<file path="config.mk">
export PLATFORM = sky130hd
export DESIGN_NAME = load_sequencer
export DESIGN_NICKNAME = d
export VERILOG_FILES = /design/src/rtl/load_sequencer_pkg.sv /design/src/rtl/load_sequencer_frame_shifter.sv /design/src/rtl/load_sequencer.sv
export SDC_FILE = /design/constraint.sdc
export NUM_CORES = 1
export LEC_CHECK = 0
export BUFFER_PORTS_ARGS = -buffer_cell sky130_fd_sc_hd__buf_2
export CAP_MARGIN = 20
export CORE_UTILIZATION = 59
export DETAILED_ROUTE_END_ITERATION = 16
export GPL_TIMING_DRIVEN = 0
export PLACE_DENSITY = 0.8
export SETUP_SLACK_MARGIN = 0.05
export SLEW_MARGIN = 10
export SYNTH_ARGS = -nofsm -noshare
export SYNTH_HDL_FRONTEND = slang
export SYNTH_SLANG_ARGS = --single-unit
</file>
<file path="constraint.sdc">
create_clock -name clk -period 5.72 [get_ports clk]
set_clock_uncertainty 0.15 [all_clocks]
set_input_delay 0.858 -clock clk [delete_from_list [all_inputs] [get_ports clk]]
set_output_delay 0.858 -clock clk [all_outputs]
set_load 0.05 [all_outputs]
</file>
<file path="src/rtl/load_sequencer_pkg.sv">
// -----------------------------------------------------------------------------
// tiny_proc_pkg
// Shared constants for the tiny processor's cache loader:
//   - default cache geometry (DATA_W, ADDR_W, IMEM_SZ, DMEM_SZ)
//   - serial frame length FRAME_BITS and bit-counter sizing
//   - load_sequencer state encoding (IDLE, SHIFT, CHECK, COMMIT, RUN)
//   - address range helper
// Build option: LOAD_PARITY_EN adds a trailing even-parity bit to each frame.
// -----------------------------------------------------------------------------
package tiny_proc_pkg;

  localparam int DATA_W_DEFAULT  = 8;
  localparam int ADDR_W_DEFAULT  = 4;
  localparam int IMEM_SZ_DEFAULT = 16;
  localparam int DMEM_SZ_DEFAULT = 15;

  // Payload is always {data, addr}; parity, when present, trails it.
  localparam int PAYLOAD_W = DATA_W_DEFAULT + ADDR_W_DEFAULT;
`ifdef LOAD_PARITY_EN
  localparam int FRAME_BITS = PAYLOAD_W + 1;
`else
  localparam int FRAME_BITS = PAYLOAD_W;
`endif

  // Counter saturates one past a full frame so over-long frames stay invalid.
  localparam int CNT_MAX = FRAME_BITS + 1;
  localparam int CNT_W   = $clog2(CNT_MAX + 1);

  // State encoding
  typedef logic [2:0] state_t;
  localparam state_t ST_IDLE   = 3'd0;
  localparam state_t ST_SHIFT  = 3'd1;
  localparam state_t ST_CHECK  = 3'd2;
  localparam state_t ST_COMMIT = 3'd3;
  localparam state_t ST_RUN    = 3'd4;

  function automatic logic addr_in_range(input int addr, input int size);
    return addr < size;
  endfunction

endpackage

</file>
<file path="src/rtl/load_sequencer_frame_shifter.sv">
// -----------------------------------------------------------------------------
// frame_shifter
// Serial-to-parallel buffer for load frames. MSB-first shift register, a
// saturating bit counter and (with LOAD_PARITY_EN) a running parity.
// Ports:
//   clk, rst_n    : clock, asynchronous active-low reset
//   clear_i       : restart the frame (may coincide with shift_i)
//   shift_i       : shift bit_i in this cycle
//   bit_i         : serial data bit
//   frame_buf_o   : received payload {data, addr}
//   count_o       : bits received, saturating at FRAME_BITS+1
//   parity_ok_o   : even parity over all bits so far (constant 1 without
//                   LOAD_PARITY_EN)
// -----------------------------------------------------------------------------
module frame_shifter
  import tiny_proc_pkg::*;
(
  input  logic                 clk,
  input  logic                 rst_n,
  input  logic                 clear_i,
  input  logic                 shift_i,
  input  logic                 bit_i,
  output logic [PAYLOAD_W-1:0] frame_buf_o,
  output logic [CNT_W-1:0]     count_o,
  output logic                 parity_ok_o
);

  logic [FRAME_BITS-1:0] buf_q, buf_d, buf_base;
  logic [CNT_W-1:0]      cnt_q, cnt_d, cnt_base;

  // clear and shift together start a new frame with bit_i as its first bit.
  always_comb begin
    buf_base = clear_i ? '0 : buf_q;
    cnt_base = clear_i ? '0 : cnt_q;
    buf_d    = buf_base;
    cnt_d    = cnt_base;
    if (shift_i) begin
      buf_d = {buf_base[FRAME_BITS-2:0], bit_i};
      if (cnt_base != CNT_W'(CNT_MAX)) begin
        cnt_d = cnt_base + 1'b1;
      end
    end
  end

  always_ff @(posedge clk or negedge rst_n) begin
    if (!rst_n) begin
      buf_q <= '0;
      cnt_q <= '0;
    end else begin
      buf_q <= buf_d;
      cnt_q <= cnt_d;
    end
  end

`ifdef LOAD_PARITY_EN
  logic par_q, par_d;

  always_comb begin
    par_d = clear_i ? 1'b0 : par_q;
    if (shift_i) begin
      par_d = par_d ^ bit_i;
    end
  end

  always_ff @(posedge clk or negedge rst_n) begin
    if (!rst_n) begin
      par_q <= 1'b0;
    end else begin
      par_q <= par_d;
    end
  end

  assign parity_ok_o = ~par_q;
`else
  assign parity_ok_o = 1'b1;
`endif

  // The parity bit (if any) sits in bit 0; the payload is above it.
  assign frame_buf_o = buf_q[FRAME_BITS-1 -: PAYLOAD_W];
  assign count_o     = cnt_q;

endmodule

</file>
<file path="src/rtl/load_sequencer.sv">
// -----------------------------------------------------------------------------
// load_sequencer
// Owns the instruction/data caches while the processor is halted. Receives
// serial write frames {data[7:0], addr[3:0]} (MSB first) selected by csi_n or
// csd_n, range-checks them and issues a one-cycle write strobe. Arbitrates
// between loading and execution: proc_run is raised only from IDLE.
// Ports:
//   clk, rst_n            : clock, asynchronous active-low reset
//   csi_n, csd_n          : icache / dcache frame select, active low
//   mosi                  : serial data, sampled while a select is low
//   run_in                : request to execute (deferred while a frame is busy)
//   icache_wen/dcache_wen : one-cycle write strobes
//   wr_addr, wr_data      : registered write address/data, held between commits
//   proc_run              : processor executes when high
//   busy                  : frame being received, checked or committed
//   err                   : sticky frame error, cleared on entry to RUN
// Build option: LOAD_PARITY_EN selects 13-bit frames with even parity.
// -----------------------------------------------------------------------------
module load_sequencer
  import tiny_proc_pkg::*;
#(
  parameter int DATA_W  = DATA_W_DEFAULT,
  parameter int ADDR_W  = ADDR_W_DEFAULT,
  parameter int IMEM_SZ = IMEM_SZ_DEFAULT,
  parameter int DMEM_SZ = DMEM_SZ_DEFAULT
) (
  input  logic              clk,
  input  logic              rst_n,
  input  logic              csi_n,
  input  logic              csd_n,
  input  logic              mosi,
  input  logic              run_in,
  output logic              icache_wen,
  output logic              dcache_wen,
  output logic [ADDR_W-1:0] wr_addr,
  output logic [DATA_W-1:0] wr_data,
  output logic              proc_run,
  output logic              busy,
  output logic              err
);

  state_t              state_q, state_d;
  logic                sel_i_q, sel_i_d;     // 1: frame targets icache
  logic                err_q, err_d;
  logic                iwen_q, iwen_d;
  logic                dwen_q, dwen_d;
  logic [ADDR_W-1:0]   wr_addr_q, wr_addr_d;
  logic [DATA_W-1:0]   wr_data_q, wr_data_d;
  logic                run_q, run_d;
  logic                busy_q, busy_d;

  logic                sh_clear, sh_shift;
  logic [PAYLOAD_W-1:0] frame_buf;
  logic [CNT_W-1:0]    frame_cnt;
  logic                parity_ok;
  logic [ADDR_W-1:0]   frame_addr;
  logic [DATA_W-1:0]   frame_data;
  logic                addr_ok;
  logic                frame_ok;
  logic                sel_released;

  frame_shifter u_shifter (
    .clk         (clk),
    .rst_n       (rst_n),
    .clear_i     (sh_clear),
    .shift_i     (sh_shift),
    .bit_i       (mosi),
    .frame_buf_o (frame_buf),
    .count_o     (frame_cnt),
    .parity_ok_o (parity_ok)
  );

  assign frame_addr   = frame_buf[ADDR_W-1:0];
  assign frame_data   = frame_buf[PAYLOAD_W-1 -: DATA_W];
  assign addr_ok      = sel_i_q ? addr_in_range(int'(frame_addr), IMEM_SZ)
                                : addr_in_range(int'(frame_addr), DMEM_SZ);
  assign frame_ok     = (frame_cnt == CNT_W'(FRAME_BITS)) && addr_ok && parity_ok;
  // Only the select latched at frame start can end the frame.
  assign sel_released = sel_i_q ? csi_n : csd_n;

  always_comb begin
    state_d   = state_q;
    sel_i_d   = sel_i_q;
    err_d     = err_q;
    iwen_d    = 1'b0;
    dwen_d    = 1'b0;
    wr_addr_d = wr_addr_q;
    wr_data_d = wr_data_q;
    sh_clear  = 1'b0;
    sh_shift  = 1'b0;

    case (state_q)
      ST_IDLE: begin
        if (run_in) begin
          state_d = ST_RUN;
        end else if (csi_n ^ csd_n) begin
          state_d  = ST_SHIFT;
          sel_i_d  = ~csi_n;
          sh_clear = 1'b1;
          sh_shift = 1'b1;
        end else if (!csi_n && !csd_n) begin
          err_d = 1'b1;
        end
      end
      ST_SHIFT: begin
        if (sel_released) begin
          state_d = ST_CHECK;
        end else begin
          sh_shift = 1'b1;
        end
      end
      ST_CHECK: begin
        // Strobe and write bus are registered here so they appear in COMMIT.
        if (frame_ok) begin
          state_d   = ST_COMMIT;
          iwen_d    = sel_i_q;
          dwen_d    = ~sel_i_q;
          wr_addr_d = frame_addr;
          wr_data_d = frame_data;
        end else begin
          state_d = ST_IDLE;
          err_d   = 1'b1;
        end
      end
      ST_COMMIT: begin
        state_d = ST_IDLE;
      end
      ST_RUN: begin
        if (!run_in) begin
          state_d = ST_IDLE;
        end
      end
      default: begin
        state_d = ST_IDLE;
      end
    endcase

    if ((state_d == ST_RUN) && (state_q != ST_RUN)) begin
      err_d = 1'b0;
    end
  end

  // Outputs are decoded from the next state so they line up with it.
  assign run_d  = (state_d == ST_RUN);
  assign busy_d = (state_d == ST_SHIFT) || (state_d == ST_CHECK) ||
                  (state_d == ST_COMMIT);

  always_ff @(posedge clk or negedge rst_n) begin
    if (!rst_n) begin
      state_q   <= ST_IDLE;
      sel_i_q   <= 1'b0;
      err_q     <= 1'b0;
      iwen_q    <= 1'b0;
      dwen_q    <= 1'b0;
      wr_addr_q <= '0;
      wr_data_q <= '0;
      run_q     <= 1'b0;
      busy_q    <= 1'b0;
    end else begin
      state_q   <= state_d;
      sel_i_q   <= sel_i_d;
      err_q     <= err_d;
      iwen_q    <= iwen_d;
      dwen_q    <= dwen_d;
      wr_addr_q <= wr_addr_d;
      wr_data_q <= wr_data_d;
      run_q     <= run_d;
      busy_q    <= busy_d;
    end
  end

  assign icache_wen = iwen_q;
  assign dcache_wen = dwen_q;
  assign wr_addr    = wr_addr_q;
  assign wr_data    = wr_data_q;
  assign proc_run   = run_q;
  assign busy       = busy_q;
  assign err        = err_q;

endmodule

</file>
==> results by group <==
Power
  – Combinational share of power: 0.201
  – Lkg Pwr: 0.9068 nW
  – Internal Pwr Total: 0.3779 mW
  – Clock share of power: 0.232
  – Overall power: 0.5674 mW
  – Sw Ratio: 0.3339
  – Pwr dens: 317.1 nW/um^2
  – Switching power: 0.1895 mW
  – IR drop worst, VDD: 0.2405 mV
  – Sequential cell fraction of total power: 0.567

Placed design
  – PortBufs: 22
  – Placed Cells: ~200
  – Setup WS pre-CTS: 2585 ps
  – Hpwl dp: 2030 um
  – GPL Wtd Cong: 0.9159

Logic synthesis
  – Area fraction in compound gates after synthesis: 0.09756
  – Avg Inst Size Synth: 11.12 um^2
  – Post-Synth Adder-Cell Area: 0.02360
  – Mapped Area: 1590 um^2
  – Synthesized flop and latch total: 37
  – Largest family of logic cells by synthesized area: simple AND/OR/NAND/NOR gates
  – Synth unique cells: 32
  – Synthesized Nets: 152
  – Sequential fraction of the synthesis area: 0.5822
  – Post-Synthesis Cells: 143
  – YS warnings: 0
  – Synth area leader: dfrtp_1
  – Simple-gate share of the synthesized area: 0.1644
  – XOR/XNOR Fraction of Synth Area: 0
  – Synth top area cells: dfrtp_1 58%, mux2_2 7.1%, nand2_1 6.6%
  – Mux share of post-synthesis cell area: 0.09048
  – Top cell type's share of synthesized area: 0.5822

Run status
  – Status: complete, no violations

STA
  – Final hold vios: 0
  – Worst Hold Slack: 354.8 ps
  – Final worst slack: 2977 ps
  – Max Clk Rate: 364.6 MHz
  – Fin Setup TNS: 0 ps
  – Worst Tran Pin Value: 777.0 ps
  – Unrepaired setup endpoints after global routing: false
  – Slew margin rel.: 0.4820
  – Tcrit/Tclk final: 0.4795
  – Fin. max-slew vios: 0
  – Crit path time final: 2743 ps
  – Final setup viols: 0

Layout
  – Reg area: 925.9 um^2
  – # fillers: 183
  – Area of the multi-input gates: 598.1 um^2
  – Area growth from synthesis to layout: 12.51%
  – Commonest cells after routing, fill and taps aside: 37 x dfrtp_1, 28 x nand2_1, 24 x buf_2, 13 x a21oi_1, 10 x mux2_2
  – Fin cells: 203
  – Antenna diodes: 0
  – Final Net Count: 181
  – Layout cells sized above 1: 0.2890
  – Commonest non-fill, non-tap cell in the layout: dfrtp_1

CTS
  – Post-CTS sizing: 0
  – CTS tree: done
  – CTS sink cnt: 37
  – Reg clk slew, reported paths: 120 ps
  – Buffer type at the clock tree root: clkbuf_4
  – Hold Buf Count CTS: 0
  – Htree depth: 2
  – CTS Buf Count: 5
  – Setup bufs post-CTS: 0
  – Clock latency on the worst-skew pair: 340 ps
  – Clk buf depth: 2

Drt
  – Met2 Wirelength: 1423 um
  – Antenna-violating nets left: 0
  – DR WL/cell: ~14 um
  – Vias: roughly 1100
  – DRC: 0
  – Avg Vias per Cell: 5.527
  – 1st-iter DRT viols: 22
  – Met3 wire len: 106 um
  – DR pass1 iterations: 4
  – Wl on met1: approximately 1300 um
  – Highest routed layer: met4
  – WL final: 2907 um

Die
  – Core box area: 2522 um^2
  – Io pins: 23
  – Die height: 53.92 um
  – Num rows: 18
  – Die X: 53.92 um
  – Die area: slightly below 3000 um^2
  – Initial Utilization: 0.6305

GRT
  – First-pass GRT wire length: 4747 um
  – Initial antenna violation count: 0
  – Largest net degree at the start of global routing: 38
  – Vias in the first global route: 1081
  – Overflow left after global routing: 0
  – GRT Util Overall: 0.2354

Critical path
  – R2R setup slack: around 3400 ps
  – Data arrival, critical path: 2810 ps
  – RR Endpoint: u_shifter.count_o[2]
  – Critical Path Fanout Max: 6
  – Critical path data required time: 5790 ps
  – Critical Path Start: csi_n
  – Worst Setup Start Kind: input pin
  – WS Path Type: in -> reg
  – Reg2reg path depth: 6
  – FF-to-FF Start: state_q[0]
  – CP endpoint kind: register

Worst hold path
  – Hold Crit Class: reg -> reg
  – Hold_sp: wr_addr[0]
  – Hold endpoint: wr_addr[0]
  – Hold depth: 1

Job
  – Max-cap violations: 0
==> synthesized netlist by cell type, drive strengths merged <==
library cell   n
dfrtp         37
nand2         28
a21oi         13
mux2          11
nor2           9
buf            6
inv            5
nor3           5
o21ai          4
and2           3
ha             3
mux2i          2
nand3          2
nand4          2
nor3b          2
o22a           2
a2111oi        1
a211oi         1
a31oi          1
a41oi          1
and3           1
nand2b         1
o211ai         1
o22ai          1
o31ai          1
==> layout make-up <==
class / count / area share
sequential: 37 / 0.5175
multi-input combinational: 95 / 0.3343
timing repair buffer: 22 / 0.06154
buffer: 6 / 0.02657
clock buffer: 6 / 0.02308
tap: 30 / 0.02098
inverter: 5 / 0.01049
clock inverter: 2 / 0.005594
==> flip-flops by register name, indices dropped and copies added, names as in the netlist <==
signal / cells
dcache_wen: 1
proc_run: 1
u_shifter.count_o: 4
sel_i_q: 1
wr_addr: 4
wr_data: 8
busy: 1
err: 1
u_shifter.frame_buf_o: 12
icache_wen: 1
state_q: 3
==> power groups by stage <==
stage	Clock, mW	Combinational, mW	Sequential [mW]
5_1_grt	0.145	0.129	0.326
6_report	0.132	0.114	0.322
4_1_cts	0.136	0.116	0.321
3_5_place_dp	0	0.116	0.326
2_1_floorplan	0	0.0694	0.336
3_3_place_gp	0	0.108	0.324
==> worst max-delay path, stage by stage <==
cell and delay (ps):
buf_2 90, inv_1 40, ha_1 280, nor3b_1 310
nand2_1 230, and2_1 230, ha_1 210, a2111oi_0 450
nor3_1 110
==> layer usage <==
layer  up-vias  track usage
met5         -            0
met4         0      0.09649
met3         5      0.05932
met2        21       0.3704
met1       547       0.3083
li1        549            -
==> per-stage QoR <==
stage / util / area, um^2
after floorplan: - / 1590
after global placement: 0.6890 / 1738
after CTS: 0.7093 / 1789
final: 0.7093 / 1789
after global routing: 0.7093 / 1789
after detailed placement: 0.6890 / 1738
==> worst max-delay path by stage <==
stage / endpoint / slack, ps / cells past startpoint
after floorplan: u_shifter.count_o[2] / 3030 / 8
after global placement: u_shifter.count_o[2] / 2730 / 9
after detailed placement: u_shifter.count_o[2] / 2590 / 9
after CTS: u_shifter.count_o[2] / 2960 / 9
after global routing: u_shifter.count_o[2] / 2780 / 9
final: u_shifter.count_o[2] / 2980 / 9
==> kinds of logic after synthesis <==
kind of cell | Yosys count
and+or+nand+nor | 53
buffers and inverters | 11
DFF | 37
muxes | 13
adders and majority gates | 3
AOI/OAI and AO/OA | 26
Note: power is estimated with default switching activity, not from simulation.
